$ cat src/rtl/conv_enc_k3_if.sv
// Stream bundle between the upstream bit source, the K=3 encoder and the
// downstream symbol sink. The encoder is the slave; the environment is the master.
interface conv_enc_k3_if;
  logic       in_bit;
  logic       in_valid;
  logic       in_last;
  logic       in_ready;
  logic [1:0] tx_pair;
  logic       out_valid;
  logic       out_last;
  logic       out_ready;

  modport master (
    output in_bit, in_valid, in_last, out_ready,
    input  in_ready, tx_pair, out_valid, out_last
  );

  modport slave (
    input  in_bit, in_valid, in_last, out_ready,
    output in_ready, tx_pair, out_valid, out_last
  );
endinterface

$ cat src/rtl/conv_enc_k3.sv
// Rate-1/2, K=3 convolutional encoder with automatic two-bit zero tail per frame
// and a single-entry output register sustaining one symbol per cycle.
module conv_enc_k3 #(
  parameter logic [2:0] G0 = 3'b111,
  parameter logic [2:0] G1 = 3'b101
) (
  input logic          clk,
  input logic          rst_n,
  conv_enc_k3_if.slave bus
);

  localparam logic [1:0] ST_IDLE = 2'b00;
  localparam logic [1:0] ST_DATA = 2'b01;
  localparam logic [1:0] ST_TAIL = 2'b10;

  function automatic logic parity3(input logic [2:0] v);
    return ^v;
  endfunction

  // Window ordering: bit 2 = bit being encoded, bit 1 = sr[0], bit 0 = sr[1].
  function automatic logic [1:0] encode(input logic [2:0] window);
    return {parity3(G0 & window), parity3(G1 & window)};
  endfunction

  logic [1:0] state_r;
  logic [1:0] state_nxt_s;
  logic [1:0] sr_r;
  logic [1:0] sr_nxt_s;
  logic       tail_cnt_r;
  logic       tail_cnt_nxt_s;
  logic [1:0] tx_pair_r;
  logic       out_valid_r;
  logic       out_last_r;
  logic       slot_free_s;
  logic       in_ready_s;
  logic       load_s;
  logic       load_last_s;
  logic       enc_bit_s;
  logic [2:0] window_s;
  logic [1:0] code_s;

  // Handshake qualifiers; in_ready is forced low while reset is held.
  always_comb begin
    slot_free_s = !out_valid_r || bus.out_ready;
    in_ready_s  = rst_n && slot_free_s && (state_r != ST_TAIL);
  end

  // Frame sequencing: select the bit to encode and compute next state/shift register.
  always_comb begin
    state_nxt_s    = state_r;
    sr_nxt_s       = sr_r;
    tail_cnt_nxt_s = tail_cnt_r;
    load_s         = 1'b0;
    load_last_s    = 1'b0;
    enc_bit_s      = 1'b0;
    case (state_r)
      ST_IDLE, ST_DATA: begin
        if (bus.in_valid && in_ready_s) begin
          load_s    = 1'b1;
          enc_bit_s = bus.in_bit;
          sr_nxt_s  = {sr_r[0], bus.in_bit};
          if (bus.in_last) begin
            state_nxt_s    = ST_TAIL;
            tail_cnt_nxt_s = 1'b0;
          end else begin
            state_nxt_s = ST_DATA;
          end
        end else begin
          state_nxt_s = state_r;
        end
      end
      ST_TAIL: begin
        if (slot_free_s) begin
          load_s    = 1'b1;
          enc_bit_s = 1'b0;
          if (tail_cnt_r) begin
            // Second flush bit terminates the trellis; state 0 is enforced.
            load_last_s    = 1'b1;
            state_nxt_s    = ST_IDLE;
            sr_nxt_s       = 2'b00;
            tail_cnt_nxt_s = 1'b0;
          end else begin
            sr_nxt_s       = {sr_r[0], 1'b0};
            tail_cnt_nxt_s = 1'b1;
          end
        end else begin
          state_nxt_s = state_r;
        end
      end
      default: begin
        state_nxt_s    = ST_IDLE;
        sr_nxt_s       = 2'b00;
        tail_cnt_nxt_s = 1'b0;
      end
    endcase
  end

  // Generator-polynomial evaluation over the current window.
  always_comb begin
    window_s = {enc_bit_s, sr_r[0], sr_r[1]};
    code_s   = encode(window_s);
  end

  // Encoder state registers.
  always_ff @(posedge clk or negedge rst_n) begin
    if (!rst_n) begin
      state_r    <= ST_IDLE;
      sr_r       <= 2'b00;
      tail_cnt_r <= 1'b0;
    end else begin
      state_r    <= state_nxt_s;
      sr_r       <= sr_nxt_s;
      tail_cnt_r <= tail_cnt_nxt_s;
    end
  end

  // Single-entry output slot: holds while stalled, refills or empties when free.
  always_ff @(posedge clk or negedge rst_n) begin
    if (!rst_n) begin
      tx_pair_r   <= 2'b00;
      out_valid_r <= 1'b0;
      out_last_r  <= 1'b0;
    end else if (slot_free_s) begin
      if (load_s) begin
        tx_pair_r   <= code_s;
        out_valid_r <= 1'b1;
        out_last_r  <= load_last_s;
      end else begin
        out_valid_r <= 1'b0;
        out_last_r  <= 1'b0;
      end
    end else begin
      tx_pair_r   <= tx_pair_r;
      out_valid_r <= out_valid_r;
      out_last_r  <= out_last_r;
    end
  end

  assign bus.in_ready  = in_ready_s;
  assign bus.tx_pair   = tx_pair_r;
  assign bus.out_valid = out_valid_r;
  assign bus.out_last  = out_last_r;

endmodule

$ cat src/flat_wrapper.sv
// flat-port wrapper written by rule: the top's interface ports become plain ports
module conv_enc_k3_flat 
#(
  parameter logic [2:0] G0 = 3'b111,
  parameter logic [2:0] G1 = 3'b101
)
  (clk, rst_n, bus_in_bit, bus_in_valid, bus_in_last, bus_out_ready, bus_in_ready, bus_tx_pair, bus_out_valid, bus_out_last);
  conv_enc_k3_if bus_i ();
  input logic clk;
  input logic rst_n;
  input wire logic [$bits(bus_i.in_bit)-1:0] bus_in_bit;
  input wire logic [$bits(bus_i.in_valid)-1:0] bus_in_valid;
  input wire logic [$bits(bus_i.in_last)-1:0] bus_in_last;
  input wire logic [$bits(bus_i.out_ready)-1:0] bus_out_ready;
  output wire logic [$bits(bus_i.in_ready)-1:0] bus_in_ready;
  output wire logic [$bits(bus_i.tx_pair)-1:0] bus_tx_pair;
  output wire logic [$bits(bus_i.out_valid)-1:0] bus_out_valid;
  output wire logic [$bits(bus_i.out_last)-1:0] bus_out_last;
  assign bus_i.in_bit = bus_in_bit;
  assign bus_i.in_valid = bus_in_valid;
  assign bus_i.in_last = bus_in_last;
  assign bus_i.out_ready = bus_out_ready;
  assign bus_in_ready = bus_i.in_ready;
  assign bus_tx_pair = bus_i.tx_pair;
  assign bus_out_valid = bus_i.out_valid;
  assign bus_out_last = bus_i.out_last;
  conv_enc_k3 #(.G0(G0), .G1(G1)) u_core (.clk(clk), .rst_n(rst_n), .bus(bus_i));
endmodule
$ cat config.mk
export PLATFORM = sky130hd
export DESIGN_NAME = conv_enc_k3_flat
export DESIGN_NICKNAME = d
export VERILOG_FILES = /design/src/rtl/conv_enc_k3_if.sv /design/src/rtl/conv_enc_k3.sv /design/src/flat_wrapper.sv
export SDC_FILE = /design/constraint.sdc
export NUM_CORES = 1
export LEC_CHECK = 0
export CAP_MARGIN = 20
export CORE_AREA = 3 3 40 42
export CTS_CLUSTER_DIAMETER = 200
export CTS_CLUSTER_SIZE = 10
export DETAILED_ROUTE_END_ITERATION = 8
export DIE_AREA = 0 0 43 45
export GPL_ROUTABILITY_DRIVEN = 0
export PLACE_DENSITY = 0.67
export SKIP_CTS_REPAIR_TIMING = 1
export SLEW_MARGIN = 20
export SYNTH_ARGS = -nofsm -noshare
export SYNTH_HDL_FRONTEND = slang
export SYNTH_SLANG_ARGS = --single-unit
$ cat constraint.sdc
create_clock -name clk -period 1.3 [get_ports clk]
set_input_delay 0.26 -clock clk [delete_from_list [all_inputs] [get_ports clk]]
set_output_delay 0.26 -clock clk [all_outputs]
set_load 0.05 [all_outputs]
==> flow_summary.rst, run 1 <==
.. list-table::
   :header-rows: 1

   * - Metric
     - Value
   * - Run status
     - complete, but fails checks
   * - Violated checks
     - negative setup slack
   * - Endpoint class of the critical path
     - output port
   * - Area of the mapped netlist
     - 514 um2
   * - Ratio of final minimum period to clock period
     - 114%
   * - Standby leakage power
     - 0.358 nW
   * - Top cells by area in the synthesized netlist
     - sky130_fd_sc_hd__dfrtp_1 44%, sky130_fd_sc_hd__a211oi_1 5.8%, sky130_fd_sc_hd__nor4b_4 4.6%
   * - Total track usage
     - 14.3%
   * - Number of instances in the synthesized netlist
     - 47
   * - CTS root buffer
     - sky130_fd_sc_hd__clkbuf_4
   * - Kind of critical path
     - register to output port
   * - Detailed-route via count
     - 457
   * - Power Dens Cells
     - 2240 mW/mm2
   * - Number of primary I/O pins
     - 11
   * - Final period demand of the worst path
     - 1480 ps
   * - Number of failing setup endpoints in the final timing report
     - 1
   * - Final max-slew violation count
     - 0
   * - DP Wirelength
     - 925 um
   * - Antenna violation net count after detailed routing
     - 0
   * - EDFF count, synth
     - 0
   * - Netlist cell types
     - 28
   * - N_diodes
     - 0
   * - Final routed DRC violation total
     - 0
   * - Maximum number of pins on one net before global-route repair
     - 8
   * - Final-report hold violation count
     - 0
   * - Crit start category
     - register
   * - Critical path fanouts, max
     - 4
   * - Most frequent cells after synthesis
     - 9 x sky130_fd_sc_hd__dfrtp_1, 4 x sky130_fd_sc_hd__a211oi_1, 4 x sky130_fd_sc_hd__nand2_1
   * - CTS max path bufs
     - 2
   * - Core Util, Final
     - 62.1%
   * - Synthesized netlist net count
     - 53
   * - Dominant register cell in the synthesized netlist
     - sky130_fd_sc_hd__dfrtp_1
   * - Transition time at the pin with the least slew margin
     - 320 ps
   * - Starting DRC count in detailed routing
     - 11
   * - Finished Layout Cells
     - 84
   * - Drt first pass iters
     - 4
   * - Initial cell density of the core
     - 40.0%
   * - Final wirelength
     - 1190 um
   * - Final design instance area without fill
     - 798 um2
   * - Number of clock sinks
     - 9
   * - WL per Instance
     - 14.1 um
   * - IO Port Bufs
     - 10
   * - Synth Area per Inst
     - 10.9 um2
   * - Setup repair after global routing missed its margin
     - true
   * - Global-route wire length before repair
     - 2030 um
   * - Core Footprint
     - 0.00128 mm2
   * - Setup skew after layout
     - 0.764 ps
   * - Post-detailed-placement cell area
     - 748 um2
   * - Worst slew margin relative to its limit
     - 78.6%
   * - Cell with the most instances after synthesis
     - sky130_fd_sc_hd__dfrtp_1
   * - TritonCTS clock tree
     - built
   * - Total grt overflow
     - 0
   * - Post-detailed-route via-to-cell ratio
     - 5.44
   * - Critical path required time
     - 1040 ps
   * - Number of register bits inferred by synthesis
     - 9
   * - Number of warning messages in the yosys log
     - 0
   * - FFs w/ async S/R, synth
     - 100%
   * - Area enclosed by the die boundary
     - 0.00194 mm2
   * - Depth of the CTS H-tree
     - 1
   * - FMAX
     - 674 MHz
   * - Die Width
     - 43 um
   * - # rows
     - 13
   * - Initial antenna violation count
     - 0
   * - Overall die height
     - 45 um
   * - Clock transition at the registers of the reported paths
     - 60 ps
   * - Reg2Reg Launch Point
     - u_core.bus.out_valid$_DFFE_PN0P_
   * - Cell count after placement
     - 80
   * - Via count of the first global-routing pass
     - 476
   * - Worst voltage drop across the vdd grid
     - 1070 uV
   * - Cell accounting for the most synthesized area
     - sky130_fd_sc_hd__dfrtp_1
   * - Syn-to-layout area delta
     - 55.2%
   * - Max-cap viol count
     - 0
   * - Number of nets in the finished design
     - 76
   * - Number of CTS-inserted buffers
     - 3
   * - Crit. Startpoint
     - u_core.bus.out_valid$_DFFE_PN0P_
   * - Min-delay worst type
     - primary input to asynchronous set/reset pin
   * - Setup slack of the critical path after layout
     - -184 ps
   * - Clock latency on the worst-skew pair
     - 260 ps
   * - Seq/Total Area, Yosys
     - 43.8%
   * - Worst Path Arrival
     - 1220 ps
   * - Share of cells above drive strength 1
     - 40.6%
   * - Yosys top cell area share
     - 43.8%
[metal layers]
layer	vias to the layer above	global-route usage [%]	part of all wire, %
met5	-	0	0
met4	0	10.8	1.4
met3	4	2.39	5.3
met2	12	24.6	50
met1	222	16.0	43
li1	219	-	-
[stage by stage]
stage | hold WS (ps) | TNS, ps | total power, mW | setup slack, ps
global route | 349 | -337 | 1.88 | -224
detailed placement | 514 | -2040 | 1.54 | -271
finish | 335 | -184 | 1.79 | -184
CTS | 337 | -236 | 1.76 | -235
floorplan | -35.6 | -96.8 | 1.08 | -37.6
global placement | 519 | -1810 | 1.51 | -250
[worst paths after layout]
path | cells past startpoint | to | slack (ps)
worst max-delay path | 3 | bus_in_ready | -180
worst min-delay path | 2 | u_core.bus.out_last$_DFFE_PN0P_ | 340
worst min register to register | 1 | u_core.sr_r[0]$_DFFE_PN0P_ | 520
worst max register to register | 4 | u_core.bus.tx_pair[1]$_DFFE_PN0P_ | 0
min in group clk | 4 | u_core.sr_r[1]$_DFFE_PN0P_ | 480
max in group asynchronous | 3 | u_core.bus.tx_pair[0]$_DFFE_PN0P_ | 790
[sequential cells by signal (all words and copies together), names as in the netlist]
signal,count
u_core.bus.out_last,1
u_core.bus.out_valid,1
u_core.bus.tx_pair,2
u_core.sr_r,2
u_core.state_r,2
u_core.tail_cnt_r,1
[cell families (layout without fill, tap and decap cells)]
kind of cell    Yosys count  in the layout  synth area share, %
buf+inv                   4             26                 4.62
compound gates           16             16                 23.4
mux                       3              3                 6.08
xor+xnor                  1              1                 1.70
flops                     9              9                 43.8
simple gates             14             14                 20.4
[placed cells by master (no fill, tap or decap), drive strengths merged]
cell type	n
nor3b	1
a211oi	4
nand2	4
nor4b	1
dfrtp	9
o21ai	2
dlymetal6s2s	1
o31ai	1
mux2	1
nand2b	1
mux2i	2
and3	1
o32ai	1
a2bb2oi	1
clkbuf	4
a31oi	2
or3b	1
o211ai	1
clkdlybuf4s50	4
a21o	2
inv	2
or3	1
nor2b	2
xor2	1
buf	15
a21oi	2
nand4bb	1
or2b	1
[critical path, cell delays in order, from the launching register on]
cell	delay, ps
sky130_fd_sc_hd__dfrtp_2	390
sky130_fd_sc_hd__or2b_1	260
sky130_fd_sc_hd__and3_4	160
sky130_fd_sc_hd__buf_12	140
[cell type report]
type | count | area [um2]
repair buffers | 20 | 228
well taps | 15 | 18.8
inverters | 2 | 7.51
clock buffers | 4 | 26.3
multi-input cells | 34 | 292
flip-flops and latches | 9 | 226
fillers | 103 | 487
[power breakdown]
| group | total [mW] | leakage (nW) | switching [mW] | internal [mW] |
|---|---|---|---|---|
| sequential | 0.544 | 0.111 | 0.144 | 0.400 |
| combinational | 1.03 | 0.232 | 0.500 | 0.528 |
| clock | 0.218 | 0.0150 | 0.0992 | 0.118 |
Power figures use the tool's default switching activity.
==> run 2: changes to the inputs <==
--- a/config.mk
+++ b/config.mk
@@ -6,13 +6,13 @@
 export NUM_CORES = 1
 export LEC_CHECK = 0
 export CAP_MARGIN = 20
-export CORE_AREA = 3 3 40 42
+export CORE_AREA = 3 3 48 46
 export CTS_CLUSTER_DIAMETER = 200
 export CTS_CLUSTER_SIZE = 10
 export DETAILED_ROUTE_END_ITERATION = 8
-export DIE_AREA = 0 0 43 45
+export DIE_AREA = 0 0 51 49
 export GPL_ROUTABILITY_DRIVEN = 0
-export PLACE_DENSITY = 0.67
+export PLACE_DENSITY = 0.51
 export SKIP_CTS_REPAIR_TIMING = 1
 export SLEW_MARGIN = 20
 export SYNTH_ARGS = -nofsm -noshare
==> constraint.sdc (replaced) <==
create_clock -name clk -period 1.4 [get_ports clk]
set_input_delay 0.28 -clock clk [delete_from_list [all_inputs] [get_ports clk]]
set_output_delay 0.28 -clock clk [all_outputs]
set_load 0.05 [all_outputs]
==> run 2 against run 1 <==
The run ends with negative hold slack, negative setup slack left; highest routed layer unchanged; clock power decreased by 9%; core utilization is 14 points lower; via count is 0.88% lower; combinational power is 10% lower; design area grew 2.2%; critical path type unchanged; die area rose by 29%; power shrank 8.8%.
==> flow_summary.rst, run 2 (synthesized netlist as in run 1, its figures left out) <==
.. list-table::
   :header-rows: 1

   * - Metric
     - Value
   * - FMAX
     - 669 MHz
   * - Final-report hold violation count
     - 4 (was 0)
   * - Global-route wire length before repair
     - 1930 um (was 2030 um)
   * - Min-delay worst type
     - primary input to asynchronous set/reset pin (unchanged)
   * - Critical path fanouts, max
     - 4 (unchanged)
   * - Final period demand of the worst path
     - 1500 ps
   * - Final routed DRC violation total
     - 0 (unchanged)
   * - Internal Pwr Total
     - 0.969 mW (was 1.05 mW)
   * - Clock group share of total power
     - 12.2% (about the same)
   * - Kind of critical path
     - register to output port (unchanged)
   * - Final max-slew violation count
     - 0 (unchanged)
   * - Number of fill cells
     - 167 (was 103)
   * - Clock latency on the worst-skew pair
     - 260 ps (about the same)
   * - # rows
     - 14 (was 13)
   * - Core Footprint
     - 0.00170 mm2 (was 0.00128 mm2)
   * - Number of nets in the finished design
     - 79 (was 76)
   * - Endpoint class of the critical path
     - output port (unchanged)
   * - Overall die height
     - 49 um (was 45 um)
   * - Number of primary I/O pins
     - 11 (unchanged)
   * - Share of cells above drive strength 1
     - 40.3% (was 40.6%)
   * - TritonCTS clock tree
     - built (unchanged)
   * - Final wirelength
     - 1110 um (was 1190 um)
   * - Syn-to-layout area delta
     - 58.6% (was 55.2%)
   * - Worst hold slack
     - -13.5 ps (was 335 ps)
   * - DP Wirelength
     - 907 um (was 925 um)
   * - Switching power of the nets
     - 0.662 mW (was 0.743 mW)
   * - Setup skew after layout
     - 8.15 ps (was 0.764 ps)
   * - Total grt overflow
     - 0 (unchanged)
   * - Drt first pass iters
     - 3 (was 4)
   * - Power Dens Cells
     - 2000 mW/mm2 (was 2240 mW/mm2)
   * - Starting DRC count in detailed routing
     - 6 (was 11)
   * - Initial antenna violation count
     - 0 (unchanged)
   * - Footprint of the multi-input gates
     - 270 um2 (was 292 um2)
   * - Relative contribution of combinational cells to total power
     - 56.7% (was 57.4%)
   * - Core Util, Final
     - 48.0% (was 62.1%)
   * - Part of the power in registers
     - 31.1% (was 30.4%)
   * - Buffers & Inverters on Critical Path
     - 1 (unchanged)
   * - Max-cap viol count
     - 0 (unchanged)
   * - Slowest-stage cell, CP
     - sky130_fd_sc_hd__dfrtp_2 (unchanged)
   * - Antenna violation net count after detailed routing
     - 0 (unchanged)
   * - Switching share of power
     - 40.6% (was 41.5%)
   * - Critical path required time
     - 1120 ps (was 1040 ps)
   * - List of cells traversed by the critical path
     - or2b_1 > and3_4 > buf_12 (unchanged)
   * - Crit start category
     - register (unchanged)
   * - Worst slew margin relative to its limit
     - 81.5% (was 78.6%)
   * - Commonest cells after routing, fill and taps aside
     - 13 x sky130_fd_sc_hd__buf_4, 7 x sky130_fd_sc_hd__dfrtp_1, 5 x sky130_fd_sc_hd__buf_12, 4 x sky130_fd_sc_hd__nand2_1, 4 x sky130_fd_sc_hd__a211oi_1 (was 10 x sky130_fd_sc_hd__buf_4, 8 x sky130_fd_sc_hd__dfrtp_1, 5 x sky130_fd_sc_hd__buf_12)
   * - Run status
     - complete, but fails checks (unchanged)
   * - Clock transition at the registers of the reported paths
     - 70 ps (was 60 ps)
   * - Post-detailed-route via-to-cell ratio
     - 4.72 (was 5.44)
   * - Violated checks
     - negative hold slack, negative setup slack (was negative setup slack)
   * - Number of CTS-inserted buffers
     - 3 (unchanged)
   * - CTS root buffer
     - sky130_fd_sc_hd__clkbuf_4 (unchanged)
   * - Initial cell density of the core
     - 30.3% (was 40.0%)
   * - Maximum number of pins on one net before global-route repair
     - 10 (was 8)
   * - Ratio of final minimum period to clock period
     - 107%
   * - Area enclosed by the die boundary
     - 0.00250 mm2 (was 0.00194 mm2)
   * - Sequential cell area
     - 228 um2 (was 226 um2)
   * - Worst voltage drop across the vdd grid
     - 857 uV (was 1070 uV)
   * - Depth of the CTS H-tree
     - 1 (unchanged)
   * - Most common cell after layout, fill and taps aside
     - sky130_fd_sc_hd__buf_4 (unchanged)
   * - Number of failing setup endpoints in the final timing report
     - 1 (unchanged)
   * - Cell family with the largest share of critical-path delay
     - simple AND/OR/NAND/NOR gates (unchanged)
   * - WL per Instance
     - 11.6 um (was 14.1 um)
   * - Setup slack of the critical path after layout
     - -95.5 ps (was -184 ps)
   * - IO Port Bufs
     - 10 (unchanged)
   * - Standby leakage power
     - 0.381 nW (was 0.358 nW)
   * - CTS max path bufs
     - 2 (unchanged)
   * - Total track usage
     - 10.1% (was 14.3%)
   * - Setup repair after global routing missed its margin
     - true (unchanged)
   * - N_diodes
     - 0 (unchanged)
   * - Overall power of the completed layout
     - 1.63 mW (was 1.79 mW)
   * - Via count of the first global-routing pass
     - 442 (was 476)
   * - Worst Path Arrival
     - 1220 ps (about the same)
   * - Detailed-route via count
     - 453 (was 457)
   * - Die Width
     - 51 um (was 43 um)
   * - Number of clock sinks
     - 9 (unchanged)
   * - Max incr delay on CP
     - 410 ps (was 390 ps)
   * - Transition time at the pin with the least slew margin
     - 277 ps (was 320 ps)
## run 2: worst paths after layout
check / startpoint / slack, ps / depth (start not counted) / endpoint
setup / recovery: u_core.bus.out_valid$_DFFE_PN0P_ / -100 / 3 / bus_in_ready
hold / removal: rst_n / -10 / 2 / u_core.bus.out_valid$_DFFE_PN0P_
setup reg to reg: u_core.bus.out_valid$_DFFE_PN0P_ / 70 / 4 / u_core.bus.tx_pair[0]$_DFFE_PN0P_
hold reg to reg: u_core.sr_r[0]$_DFFE_PN0P_ / 530 / 1 / u_core.sr_r[0]$_DFFE_PN0P_
max in group asynchronous: rst_n / 1170 / 3 / u_core.state_r[1]$_DFFE_PN0P_
min in group clk: bus_out_ready / 510 / 4 / u_core.sr_r[1]$_DFFE_PN0P_
## run 2: area by class of cell
type	count	area share, %
Clock inverter	1	0.613
Multi-Input combinational cell	34	33.1
Sequential cell	9	27.9
Inverter	2	0.920
Timing Repair Buffer	23	31.0
Clock buffer	3	2.76
Tap cell	24	3.68
## run 2: power by group through the flow
stage	Clock, mW	Sequential, mW	Combinational (mW)
2_1_floorplan	0	0.620	0.379
3_3_place_gp	0	0.510	0.921
3_5_place_dp	0	0.512	0.924
4_1_cts	0.217	0.506	0.926
5_1_grt	0.219	0.526	0.988
6_report	0.199	0.508	0.925
## run 2: layer usage
metal	vias up	global-route usage (%)	part of all wire [%]
met2	9	15.2	47
li1	235	-	-
met3	2	2.14	4.1
met4	0	5.38	0.72
met1	207	13.3	48
met5	-	0	0
## run 2: stage by stage
step | setup WS [ps] | instances | instance area, um2 | TNS [ps]
final | -95.5 | 96 | 816 | -95.5
after global routing | -126 | 96 | 816 | -129
after CTS | -193 | 95 | 802 | -193
after detailed placement | -212 | 91 | 774 | -1470
after global placement | -212 | 91 | 774 | -1460
after floorplan | 33.9 | 47 | 520 | 0
## run 2: worst register-to-register path, delay by kind of cell (launching register included)
family                 cells  cell delay, ps
AOI/OAI and AO/OA          1             130
buffers and inverters      1             170
DFF                        1             440
and+or+nand+nor            2             460
==> run 3: changes to the inputs <==
--- a/config.mk
+++ b/config.mk
@@ -7,12 +7,13 @@
 export LEC_CHECK = 0
 export CAP_MARGIN = 20
 export CORE_AREA = 3 3 48 46
-export CTS_CLUSTER_DIAMETER = 200
+export CTS_CLUSTER_DIAMETER = 120
 export CTS_CLUSTER_SIZE = 10
 export DETAILED_ROUTE_END_ITERATION = 8
 export DIE_AREA = 0 0 51 49
 export GPL_ROUTABILITY_DRIVEN = 0
 export PLACE_DENSITY = 0.51
+export REMOVE_ABC_BUFFERS = 1
 export SKIP_CTS_REPAIR_TIMING = 1
 export SLEW_MARGIN = 20
 export SYNTH_ARGS = -nofsm -noshare
==> run 3 against run 2 <==
The run ends with negative setup slack left; routed wire length grew 2.1%; clock skew shrank 6.3 ps; highest routed layer unchanged; first-iteration DRC count grew 50%; clock power is essentially flat; power is essentially flat; setup slack lost 60 ps.
==> flow_summary.rst, run 3 (synthesized netlist as in run 1, its figures left out) <==
.. list-table::
   :header-rows: 1

   * - Metric
     - Value
   * - Via count of the first global-routing pass
     - 460 (was 442)
   * - Setup slack of the critical path after layout
     - -155 ps (was -95.5 ps)
   * - Total grt overflow
     - 0 (unchanged)
   * - Final period demand of the worst path
     - 1560 ps (was 1500 ps)
   * - Overall die height
     - 49 um (unchanged)
   * - N_diodes
     - 0 (unchanged)
   * - Initial cell density of the core
     - 30.3% (unchanged)
   * - Power Dens Cells
     - 2030 mW/mm2 (was 2000 mW/mm2)
   * - Total negative setup slack
     - -155 ps (was -95.5 ps)
   * - Number of clock sinks
     - 9 (unchanged)
   * - Ratio of final minimum period to clock period
     - 111% (was 107%)
   * - Area enclosed by the die boundary
     - 0.00250 mm2 (unchanged)
   * - Global-route wire length before repair
     - 1950 um (was 1930 um)
   * - WL per Instance
     - 12.0 um (was 11.6 um)
   * - Clock transition at the registers of the reported paths
     - 60 ps (was 70 ps)
   * - Worst voltage drop across the vdd grid
     - 821 uV (was 857 uV)
   * - Transition time at the pin with the least slew margin
     - 425 ps (was 277 ps)
   * - Syn-to-layout area delta
     - 56.4% (was 58.6%)
   * - Share of cells above drive strength 1
     - 35.7% (was 40.3%)
   * - CTS root buffer
     - sky130_fd_sc_hd__clkbuf_4 (unchanged)
   * - Maximum number of pins on one net before global-route repair
     - 10 (unchanged)
   * - Post-detailed-route via-to-cell ratio
     - 4.80 (was 4.72)
   * - Number of nets in the finished design
     - 77 (was 79)
   * - Setup repair after global routing missed its margin
     - true (unchanged)
   * - Core Util, Final
     - 47.3% (was 48.0%)
   * - DP Wirelength
     - 941 um (was 907 um)
   * - Cell depth of the worst flop-to-flop path
     - 4 (unchanged)
   * - Clock latency on the worst-skew pair
     - 260 ps (about the same)
   * - Drt first pass iters
     - 2 (was 3)
   * - Finished Layout Cells
     - 94 (was 96)
   * - Min-delay worst type
     - primary input to asynchronous set/reset pin (unchanged)
   * - Endpoint class of the critical path
     - output port (unchanged)
   * - Antenna violation net count after detailed routing
     - 0 (unchanged)
   * - Critical R2R Capture
     - u_core.sr_r[1]$_DFFE_PN0P_ (was u_core.bus.tx_pair[0]$_DFFE_PN0P_)
   * - Number of failing setup endpoints in the final timing report
     - 1 (unchanged)
   * - Final-report hold violation count
     - 0 (was 4)
   * - Worst Path Arrival
     - 1280 ps (was 1220 ps)
   * - # rows
     - 14 (unchanged)
   * - Violated checks
     - negative setup slack (was negative hold slack, negative setup slack)
   * - Final routed DRC violation total
     - 0 (unchanged)
   * - Final wirelength
     - 1130 um (was 1110 um)
   * - R2R setup slack
     - 90 ps (was 70 ps)
   * - CTS max path bufs
     - 2 (unchanged)
   * - Worst slew margin relative to its limit
     - 71.5% (was 81.5%)
   * - Setup skew after layout
     - 1.84 ps (was 8.15 ps)
   * - Critical path fanouts, max
     - 6 (was 4)
   * - TritonCTS clock tree
     - built (unchanged)
   * - IO Port Bufs
     - 10 (unchanged)
   * - Total track usage
     - 10.4% (was 10.1%)
   * - Die Width
     - 51 um (unchanged)
   * - Crit start category
     - primary input (was register)
   * - Core Footprint
     - 0.00170 mm2 (unchanged)
   * - Starting DRC count in detailed routing
     - 9 (was 6)
   * - Worst-case setup slack after placement
     - -446 ps (was -212 ps)
   * - Crit. Startpoint
     - rst_n (was u_core.bus.out_valid$_DFFE_PN0P_)
   * - Run status
     - complete, but fails checks (unchanged)
   * - Cell count after placement
     - 90 (was 91)
   * - Initial antenna violation count
     - 0 (unchanged)
   * - Depth of the CTS H-tree
     - 1 (unchanged)
   * - Detailed-route via count
     - 451 (was 453)
   * - Commonest cells after routing, fill and taps aside
     - 9 x sky130_fd_sc_hd__buf_4, 9 x sky130_fd_sc_hd__dfrtp_1, 5 x sky130_fd_sc_hd__buf_12 (was 13 x sky130_fd_sc_hd__buf_4, 7 x sky130_fd_sc_hd__dfrtp_1, 5 x sky130_fd_sc_hd__buf_12, 4 x sky130_fd_sc_hd__nand2_1, 4 x sky130_fd_sc_hd__a211oi_1)
   * - Final max-slew violation count
     - 0 (unchanged)
   * - Number of CTS-inserted buffers
     - 3 (unchanged)
   * - Standby leakage power
     - 0.365 nW (was 0.381 nW)
   * - FMAX
     - 643 MHz (was 669 MHz)
   * - Critical path required time
     - 1120 ps (about the same)
   * - Number of primary I/O pins
     - 11 (unchanged)
   * - Max-cap viol count
     - 0 (unchanged)
   * - Kind of critical path
     - primary input to output port (was register to output port)
   * - Reg2Reg Launch Point
     - u_core.bus.out_valid$_DFFE_PN0P_ (unchanged)
==> run 3: through the flow <==
stage          area (um2)  power, mW  hold slack [ps]
2_1_floorplan         498      0.963            -15.6
3_3_place_gp          761       1.42              516
4_1_cts               787       1.63              360
5_1_grt               805       1.74              363
6_report              805       1.63              367
3_5_place_dp          761       1.42              513
==> run 3: worst max-delay path by stage <==
stage                     cells past startpoint                       endpoint  slack, ps
after detailed placement                      4  u_core.state_r[1]$_DFFE_PN0P_       -450
final                                         4                   bus_in_ready       -160
after global placement                        4  u_core.state_r[1]$_DFFE_PN0P_       -430
after floorplan                               3  u_core.state_r[1]$_DFFE_PN0P_       -290
after CTS                                     5                   bus_in_ready       -320
after global routing                          4                   bus_in_ready       -200
==> run 3: layer usage <==
metal / track usage [%] / vias to the layer above / part of all wire (%)
met3: 3.98 / 2 / 4.2
met4: 5.38 / 0 / 0.80
met1: 12.5 / 213 / 47
li1: - / 228 / -
met2: 15.9 / 8 / 48
met5: 0 / - / 0
==> run 3: where the power goes <==
part,leakage (nW),internal (mW),switching (mW)
sequential,0.112,0.369,0.112
clock,0.0150,0.110,0.0892
combinational,0.238,0.494,0.456
==> run 3: worst max-delay path, cell delays in order <==
cell	delay (ps)
sky130_fd_sc_hd__clkdlybuf4s50_1	530
sky130_fd_sc_hd__buf_6	140
sky130_fd_sc_hd__and3_4	190
sky130_fd_sc_hd__buf_12	130
==> run 3: cell type report <==
cell class                 instances  area, um2
sequential                         9        225
timing repair buffer              21        243
inverter                           2       7.51
fill                             174        895
tap                               24       30.0
multi-input combinational         34        273
clock buffer                       4       26.3
